<file path="src/rtl/coriolis_ker0_join2.sv">
// coriolis_ker0_join2: aligns two operand streams through paired FWFT FIFOs
// and hands them downstream as one valid/ready pair.
module coriolis_ker0_join2 #(
  parameter int STREAMW = 34,
  parameter int DEPTH   = 4,
  parameter int AW      = 2
) (
  input  logic               clk,
  input  logic               rst,
  input  logic               ivalid_in1,
  input  logic [STREAMW-1:0] in1,
  output logic               iready_in1,
  input  logic               ivalid_in2,
  input  logic [STREAMW-1:0] in2,
  output logic               iready_in2,
  output logic               ovalid,
  output logic [STREAMW-1:0] out1,
  output logic [STREAMW-1:0] out2,
  input  logic               oready,
  output logic [AW:0]        cnt1,
  output logic [AW:0]        cnt2
);
  logic [STREAMW-1:0] mem1 [DEPTH];
  logic [STREAMW-1:0] mem2 [DEPTH];
  logic [AW-1:0] wp1, rp1, wp2, rp2;
  logic push1, push2, pop;
  assign iready_in1 = cnt1 != (AW+1)'(DEPTH);
  assign iready_in2 = cnt2 != (AW+1)'(DEPTH);
  assign ovalid = (cnt1 != '0) && (cnt2 != '0);
  assign push1 = ivalid_in1 & iready_in1;
  assign push2 = ivalid_in2 & iready_in2;
  assign pop = ovalid & oready;
  assign out1 = cnt1 != '0 ? mem1[rp1] : '0;
  assign out2 = cnt2 != '0 ? mem2[rp2] : '0;
  always_ff @(posedge clk) begin
    if (push1) mem1[wp1] <= in1;
    if (push2) mem2[wp2] <= in2;
  end
  // push and pop together leave the count unchanged
  always_ff @(posedge clk) begin
    if (!rst) begin
      wp1 <= '0;
      rp1 <= '0;
      wp2 <= '0;
      rp2 <= '0;
      cnt1 <= '0;
      cnt2 <= '0;
    end else begin
      if (push1) wp1 <= wp1 + 1'b1;
      if (push2) wp2 <= wp2 + 1'b1;
      if (pop) rp1 <= rp1 + 1'b1;
      if (pop) rp2 <= rp2 + 1'b1;
      cnt1 <= cnt1 + (AW+1)'(push1) - (AW+1)'(pop);
      cnt2 <= cnt2 + (AW+1)'(push2) - (AW+1)'(pop);
    end
  end
endmodule

</file>
<file path="config.mk">
export PLATFORM = sky130hd
export DESIGN_NAME = coriolis_ker0_join2
export DESIGN_NICKNAME = d
export VERILOG_FILES = /design/src/rtl/coriolis_ker0_join2.sv
export SDC_FILE = /design/constraint.sdc
export NUM_CORES = 1
export LEC_CHECK = 0
export BUFFER_PORTS_ARGS = -buffer_cell sky130_fd_sc_hd__buf_2
export CAP_MARGIN = 20
export CORE_UTILIZATION = 45
export DETAILED_ROUTE_END_ITERATION = 12
export GPL_TIMING_DRIVEN = 0
export PLACE_DENSITY = 0.67
export SKIP_CTS_REPAIR_TIMING = 1
export SLEW_MARGIN = 40
export SYNTH_ARGS = -nofsm -noshare
export SYNTH_HDL_FRONTEND = slang
export SYNTH_SLANG_ARGS = --single-unit
</file>
<file path="constraint.sdc">
create_clock -name clk -period 2.3 [get_ports clk]
set_clock_uncertainty 0.15 [all_clocks]
set_input_delay 0.345 -clock clk [delete_from_list [all_inputs] [get_ports clk]]
set_output_delay 0.345 -clock clk [all_outputs]
set_load 0.01 [all_outputs]
</file>
==> results of run 1 <==
-- cell usage after synthesis --
cell type and n:
edfxtp_1 272, mux4_2 68, nor2b_1 65, dfxtp_1 18, ha_1 12, buf_2 11
inv_1 11, and3_1 8, and2_1 6, buf_12 6, nand2_1 6, a21o_1 4
a21oi_1 4, buf_6 4, mux2i_1 4, nand3_1 4, xnor2_1 4, clkbuf_1 3
nor2b_4 3, a21oi_2 2, buf_1 2, clkbuf_2 2, fa_1 2, nand2b_1 2
nor3_2 2, o31ai_1 2, or3b_1 2, or4_1 2, buf_4 1, nor2_1 1
nor3b_2 1
-- stage by stage --
| step | utilization, % | cells | total power [µW] | hold slack (ns) | cell area, µm² |
|---|---|---|---|---|---|
| global placement | 51.0 | 1005 | 10700 | 0.327 | 12500 |
| floorplan | - | 534 | 9260 | 0.294 | 11400 |
| finish | 61.4 | 1158 | 16900 | 0.0810 | 15100 |
| global route | 61.4 | 1158 | 17600 | 0.0922 | 15100 |
| detailed placement | 51.3 | 1006 | 10900 | 0.334 | 12600 |
| CTS | 54.8 | 1057 | 15200 | -0.156 | 13500 |
-- registers in the layout (all words and copies together), names as in the netlist, named ones only --
register  count
rp1           2
mem2        136
rp2           2
wp2           2
mem1        136
cnt1          3
wp1           2
cnt2          3
-- cells by family (layout without fill, tap and decap cells) --
family          Yosys count  after routing  share of synthesized area (%)
xor+xnor                  4              4                          0.308
compound gates           12             12                          0.727
simple gates            102            102                           5.80
flops                   290            290                           75.0
buf+inv                  40            340                           2.62
mux                      72             72                           13.8
fa+ha+maj                14             14                           1.67
-- cells in the final DEF, fill, tap and decap left out, types with 4 or more instances in the layout --
cell type / count
clkinv_2: 5
nand3_1: 4
ha_1: 9
and2_1: 6
nor2b_1: 42
a21oi_1: 4
and3_4: 8
clkbuf_1: 7
dfxtp_1: 10
mux4_2: 68
clkinv_1: 7
edfxtp_1: 272
dfxtp_4: 6
mux2i_1: 4
a21o_1: 4
buf_6: 37
nor2b_4: 26
buf_12: 11
buf_4: 21
nand2_1: 5
inv_1: 10
buf_2: 122
dlygate4sd3_1: 69
clkbuf_16: 38
-- final cells by class --
cell class	instances	area, µm²	area share [%]
multi-input cells	204	2820	18.7
clock inverters	16	128	0.847
flip-flops and latches	290	8550	56.8
repair buffers	251	2060	13.7
plain buffers	27	313	2.08
well taps	324	405	2.69
inverters	11	41.3	0.274
clock buffers	35	748	4.96
-- worst max path at each step --
stage	from	to	slack, ns
5_1_grt	flip-flop	out1[13]	-0.26
3_3_place_gp	ivalid_in1	mem1[0][18]$_DFFE_PP_	-0.42
4_1_cts	cnt1[1]$_SDFF_PN0_	out1[19]	-0.53
2_1_floorplan	cnt1[1]$_SDFF_PN0_	cnt1[2]$_SDFF_PN0_	0.008
6_report	flip-flop	out1[13]	-0.21
3_5_place_dp	cnt1[1]$_SDFF_PN0_	cnt2[2]$_SDFF_PN0_	-0.17
-- worst max-delay path, stage by stage (launching register included) --
cell,delay [ns]
dfxtp_4,0.37
buf_12,0.15
clkbuf_16,0.16
mux4_2,0.49
nor2b_1,0.15
buf_2,0.15
-- layer usage --
| metal | routed length [µm] | share of wire, % | up-vias |
|---|---|---|---|
| met4 | 333 | 1.5 | 0 |
| met3 | 857 | 3.9 | 31 |
| met2 | 11600 | 52 | 119 |
| met1 | 9480 | 43 | 3030 |
| met5 | 0 | 0 | - |
| li1 | - | - | 2688 |
-- report_power, final --
| part | switching (µW) | internal (µW) | total, µW |
|---|---|---|---|
| clock | 1830 | 2520 | 4350 |
| sequential | 185 | 6340 | 6520 |
| combinational | 2770 | 3230 | 6000 |
==> run_results.csv, run 1 <==
group,metric,value,unit
detailed_routing,drc,0,
worst_setup_path,cp_max_fo,5,
final_layout,fill_cells,1748,
sta,setup_violations,70,
synth,synth_top_area_share,71.9,%
clocking,cts_tree,"done",
global_routing,antenna_found_initial,0,
sta,max_freq,0.398,GHz
worst_setup_path,r2r_setup_slack,-0.04,ns
worst_setup_path,critPathKind,"flip-flop to primary output",
sta,relSlewSlack,62.3,%
detailed_routing,routed_wl,22200,µm
global_routing,busiest_layer,"met2",
clocking,clock-root-buffer,"clkbuf_16",
worst_setup_path,start_kind,"flip-flop",
synth,yosysWarnings,0,
global_routing,overflow,0,
clocking,cts.sinks,290,
die,rows,57,
placement,place.port_buffers,147,
power_and_ir_drop,ir_worst_vdd,0.634,mV
detailed_routing,drt_iter0_drc,262,
final_layout,syn_to_final_growth,32.6,%
sta,slew_violations,0,
final_layout,final_net_count,901,
global_routing,grt_max_degree,35,
detailed_routing,wire_per_inst,19.2,µm
synth,synth.cell_area,11400,µm²
final_layout,drive_gt1_share,44.2,%
sta,min_period,2.51,ns
clocking,htreeDepth,1,
worst_setup_path,crit_arrival,2.02,ns
sta,setup_slack,-0.213,ns
clocking,cts_max_path_buffers,3,
detailed_routing,viasPerCell,5.07,
synth,syn_area_per_cell,21.3,µm²
worst_setup_path,cp.required,1.80,ns
worst_setup_path,ff2ff_path_depth,10,
global_routing,gr-usage-met2,28.7,%
synth,syn_inst,534,
placement,gp_congestion,0.695,
worst_hold_path,worst_hold_path.endpoint,"wp1[0]$_SDFFE_PN0P_",
final_layout,insertedDiodeCount,0,
sta,tightest_slew,0.566,ns
synth,synth_top_area_cell,"edfxtp_1",
power_and_ir_drop,powerDensity,1120,nW/µm²
status,status,"complete, but fails checks",
die,start_util,46.3,%
worst_setup_path,crit_path_end_kind,"primary output",
worst_hold_path,min_from,"ivalid_in1",
sta,finalCritPeriodShare,109,%
detailed_routing,vias,5868,
synth,syn_nets,621,
clocking,clk_pin_slew,0.06,ns
power_and_ir_drop,p_leak,0.00535,µW
die,die_y,161,µm
sta,fin_setup_tns,-9.74,ns
sta,finalHoldViolations,0,
sta,rsz0062_at_grt,"true",
worst_hold_path,hold_depth,3,
global_routing,met3_usage,2.87,%
synth,yosysSeqAreaShare,75.0,%
die,die-width,161,µm
status,violations,"negative setup slack",
run,cap_viol_max_count,0,
placement,hpwl,13100,µm
global_routing,grt_pass1_wl,32400,µm
die,pin_count,150,
worst_setup_path,r2r-start,"cnt2[1]$_SDFF_PN0_",
global_routing,grt_pass1_vias,6073,
detailed_routing,firstDrtPassIters,4,
global_routing,grt_use_total,16.2,%
worst_setup_path,r2r_end,"cnt2[2]$_SDFF_PN0_",
detailed_routing,ant_nets,0,
placement,pre_cts_ws,-0.169,ns
synth,synth_seq_cells,290,
clocking,cts_buffers,29,
clocking,clk_latency,0.53,ns
die,dieArea,25900,µm²
die,coreArea,24500,µm²
worst_hold_path,min_path_type,"input port to flip-flop",
synth,synth.distinct_cells,31,
synth,synth_area_leaders,"edfxtp_1, mux4_2, nor2b_1, dfxtp_1, ha_1",
global_routing,grtUsageMet1,20.6,%
No activity file was read; power rests on OpenSTA's default activity.
==> run 2, diff against run 1 <==
Settings changed: CELL_PAD_IN_SITES_DETAIL_PLACEMENT from default to 0, CELL_PAD_IN_SITES_GLOBAL_PLACEMENT from default to 1, PLACE_DENSITY 0.67 to default, PLACE_DENSITY_LB_ADDON from default to 0.1.
Clock period 2.3 ns to 3.08 ns, I/O delays scaled along.
==> run 2 against run 1 <==
The run now ends clean. Critical path depth unchanged. Sequential cell count unchanged. Sequential share of layout area grew 3.1 points. Non-clock buffer count down 31. Wire length fell by 4.6%. Clock-buffer cell count is 1 higher. Design area fell by 5.4%. Die area is the same. Hold slack got worse by 0.072 ns. Cell count shrank 2.7%. Sequential power shrank 26%. Critical path type unchanged. Largest cell class unchanged.
==> run_results.csv, run 2 (synthesis results as in run 1) <==
group,metric,value,unit
clocking,cts_tree,"done",
die,rows,57,
placement,gp_congestion,0.714,
run,cap_viol_max_count,0,
sta,min_period,2.85,ns
sta,fin_setup_tns,0,ns
sta,tightest_slew,0.614,ns
sta,setup_violations,0,
final_layout,insertedDiodeCount,0,
worst_setup_path,cp.required,2.47,ns
die,die-width,161,µm
detailed_routing,firstDrtPassIters,4,
status,status,"completed",
final_layout,drive_gt1_share,37.5,%
detailed_routing,ant_nets,0,
die,start_util,46.3,%
detailed_routing,vias,5631,
worst_setup_path,max_stage_delay,0.46,ns
global_routing,antenna_found_initial,0,
worst_setup_path,cp_max_fo,10,
detailed_routing,viasPerCell,5.00,
global_routing,grt_pass1_vias,5903,
placement,place.port_buffers,147,
global_routing,grt_use_total,16.6,%
worst_setup_path,crit_path_end_kind,"primary output",
global_routing,overflow,0,
die,die_y,161,µm
sta,relSlewSlack,58.9,%
detailed_routing,drt_iter0_drc,239,
die,dieArea,25900,µm²
die,pin_count,150,
final_layout,instances_no_fill,1127,
detailed_routing,drc,0,
clocking,htreeDepth,1,
die,coreArea,24500,µm²
detailed_routing,routed_wl,21200,µm
sta,finalCritPeriodShare,92.5,%
power_and_ir_drop,ir_worst_vdd,0.500,mV
global_routing,grt_max_degree,21,
sta,holdWs,0.00904,ns
detailed_routing,wire_per_inst,18.8,µm
final_layout,layout_common_cells,"edfxtp_1, buf_2, mux4_2, nor2b_1, dlygate4sd3_1",
worst_setup_path,start_kind,"flip-flop",
placement,dpl_cell_area,12800,µm²
clocking,cts_max_path_buffers,3,
final_layout,postLayoutCellArea,14300,µm²
clocking,clock-root-buffer,"clkbuf_16",
clocking,clk_latency,0.54,ns
worst_setup_path,slowest_stage,"clkbuf_1",
final_layout,final_util,58.1,%
sta,slew_violations,0,
worst_setup_path,cp_cell_sequence,"nor3_2, buf_4, clkbuf_1, nor2b_1, buf_2",
clocking,cts_buffers,29,
sta,max_freq,0.351,GHz
worst_setup_path,critPathKind,"flip-flop to primary output",
final_layout,fill_cells,1890,
global_routing,grt_pass1_wl,32700,µm
sta,finalHoldViolations,0,
placement,dp_cells,1013,
power_and_ir_drop,powerDensity,793,nW/µm²
clocking,cts.sinks,290,
final_layout,final_net_count,870,
clocking,clk_pin_slew,0.06,ns
sta,rsz0062_at_grt,"false",
final_layout,top_regs,"mem1 (136), mem2 (136)",
power_and_ir_drop,p_leak,0.00499,µW
final_layout,syn_to_final_growth,25.4,%
placement,hpwl,13500,µm
worst_hold_path,min_path_type,"input port to flip-flop",
final_layout,mostFrequentLayoutCell,"edfxtp_1",
worst_setup_path,crit_arrival,2.24,ns
[run 2: changes by cell type in the layout (fill, tap and decap cells not counted), sizes merged]
| cell | previous run | this run |
|---|---|---|
| clkinvlp | 1 | 0 |
| clkinv | 12 | 13 |
| buf | 194 | 179 |
| dlygate4sd3 | 69 | 63 |
| inv | 12 | 11 |
| clkbuf | 50 | 41 |
[run 2: final timing paths]
check | from | depth (start not counted) | endpoint | slack, ns
worst min register to register | rp1[1]$_SDFFE_PN0P_ | 2 | flip-flop | 0.34
worst max register to register | cnt1[2]$_SDFF_PN0_ | 9 | cnt1[2]$_SDFF_PN0_ | 0.54
worst max-delay path | cnt1[1]$_SDFF_PN0_ | 5 | out1[5] | 0.23
worst min-delay path | in1[24] | 1 | mem1[0][24]$_DFFE_PP_ | 0.009
[run 2: cell type report]
class / count / area, µm² / area share (%)
clock buffers: 36 / 752 / 5.28
repair buffers: 218 / 1570 / 11.0
flip-flops and latches: 290 / 8530 / 59.8
inverters: 11 / 41.3 / 0.290
clock inverters: 15 / 118 / 0.825
well taps: 324 / 405 / 2.84
plain buffers: 29 / 256 / 1.80
multi-input cells: 204 / 2580 / 18.1
[run 2: power breakdown]
part           total [µW]  switching, µW  internal, µW  leakage (µW)
combinational        3220           1700          1520       0.00192
clock                3260           1380          1880      0.000431
sequential           4820            109          4710       0.00264
[run 2: per-layer routing]
layer | vias up | routed length [µm] | track usage (%)
li1 | 2627 | - | -
met1 | 2846 | 9210 | 22.1
met2 | 126 | 10600 | 28.2
met3 | 32 | 1080 | 3.36
met4 | 0 | 364 | 4.07
met5 | - | 0 | 0
[run 2: per-stage QoR]
stage	worst slack [ns]	power (µW)
3_3_place_gp	0.188	8000
3_5_place_dp	0.456	8170
4_1_cts	0.153	11400
2_1_floorplan	0.731	6900
6_report	0.231	11300
5_1_grt	0.0398	11900
[run 2: critical path, delay by kind of cell (launching register included)]
family / cells / cell delay, ns
buf+inv: 3 / 0.90
flops: 1 / 0.34
simple gates: 2 / 0.46
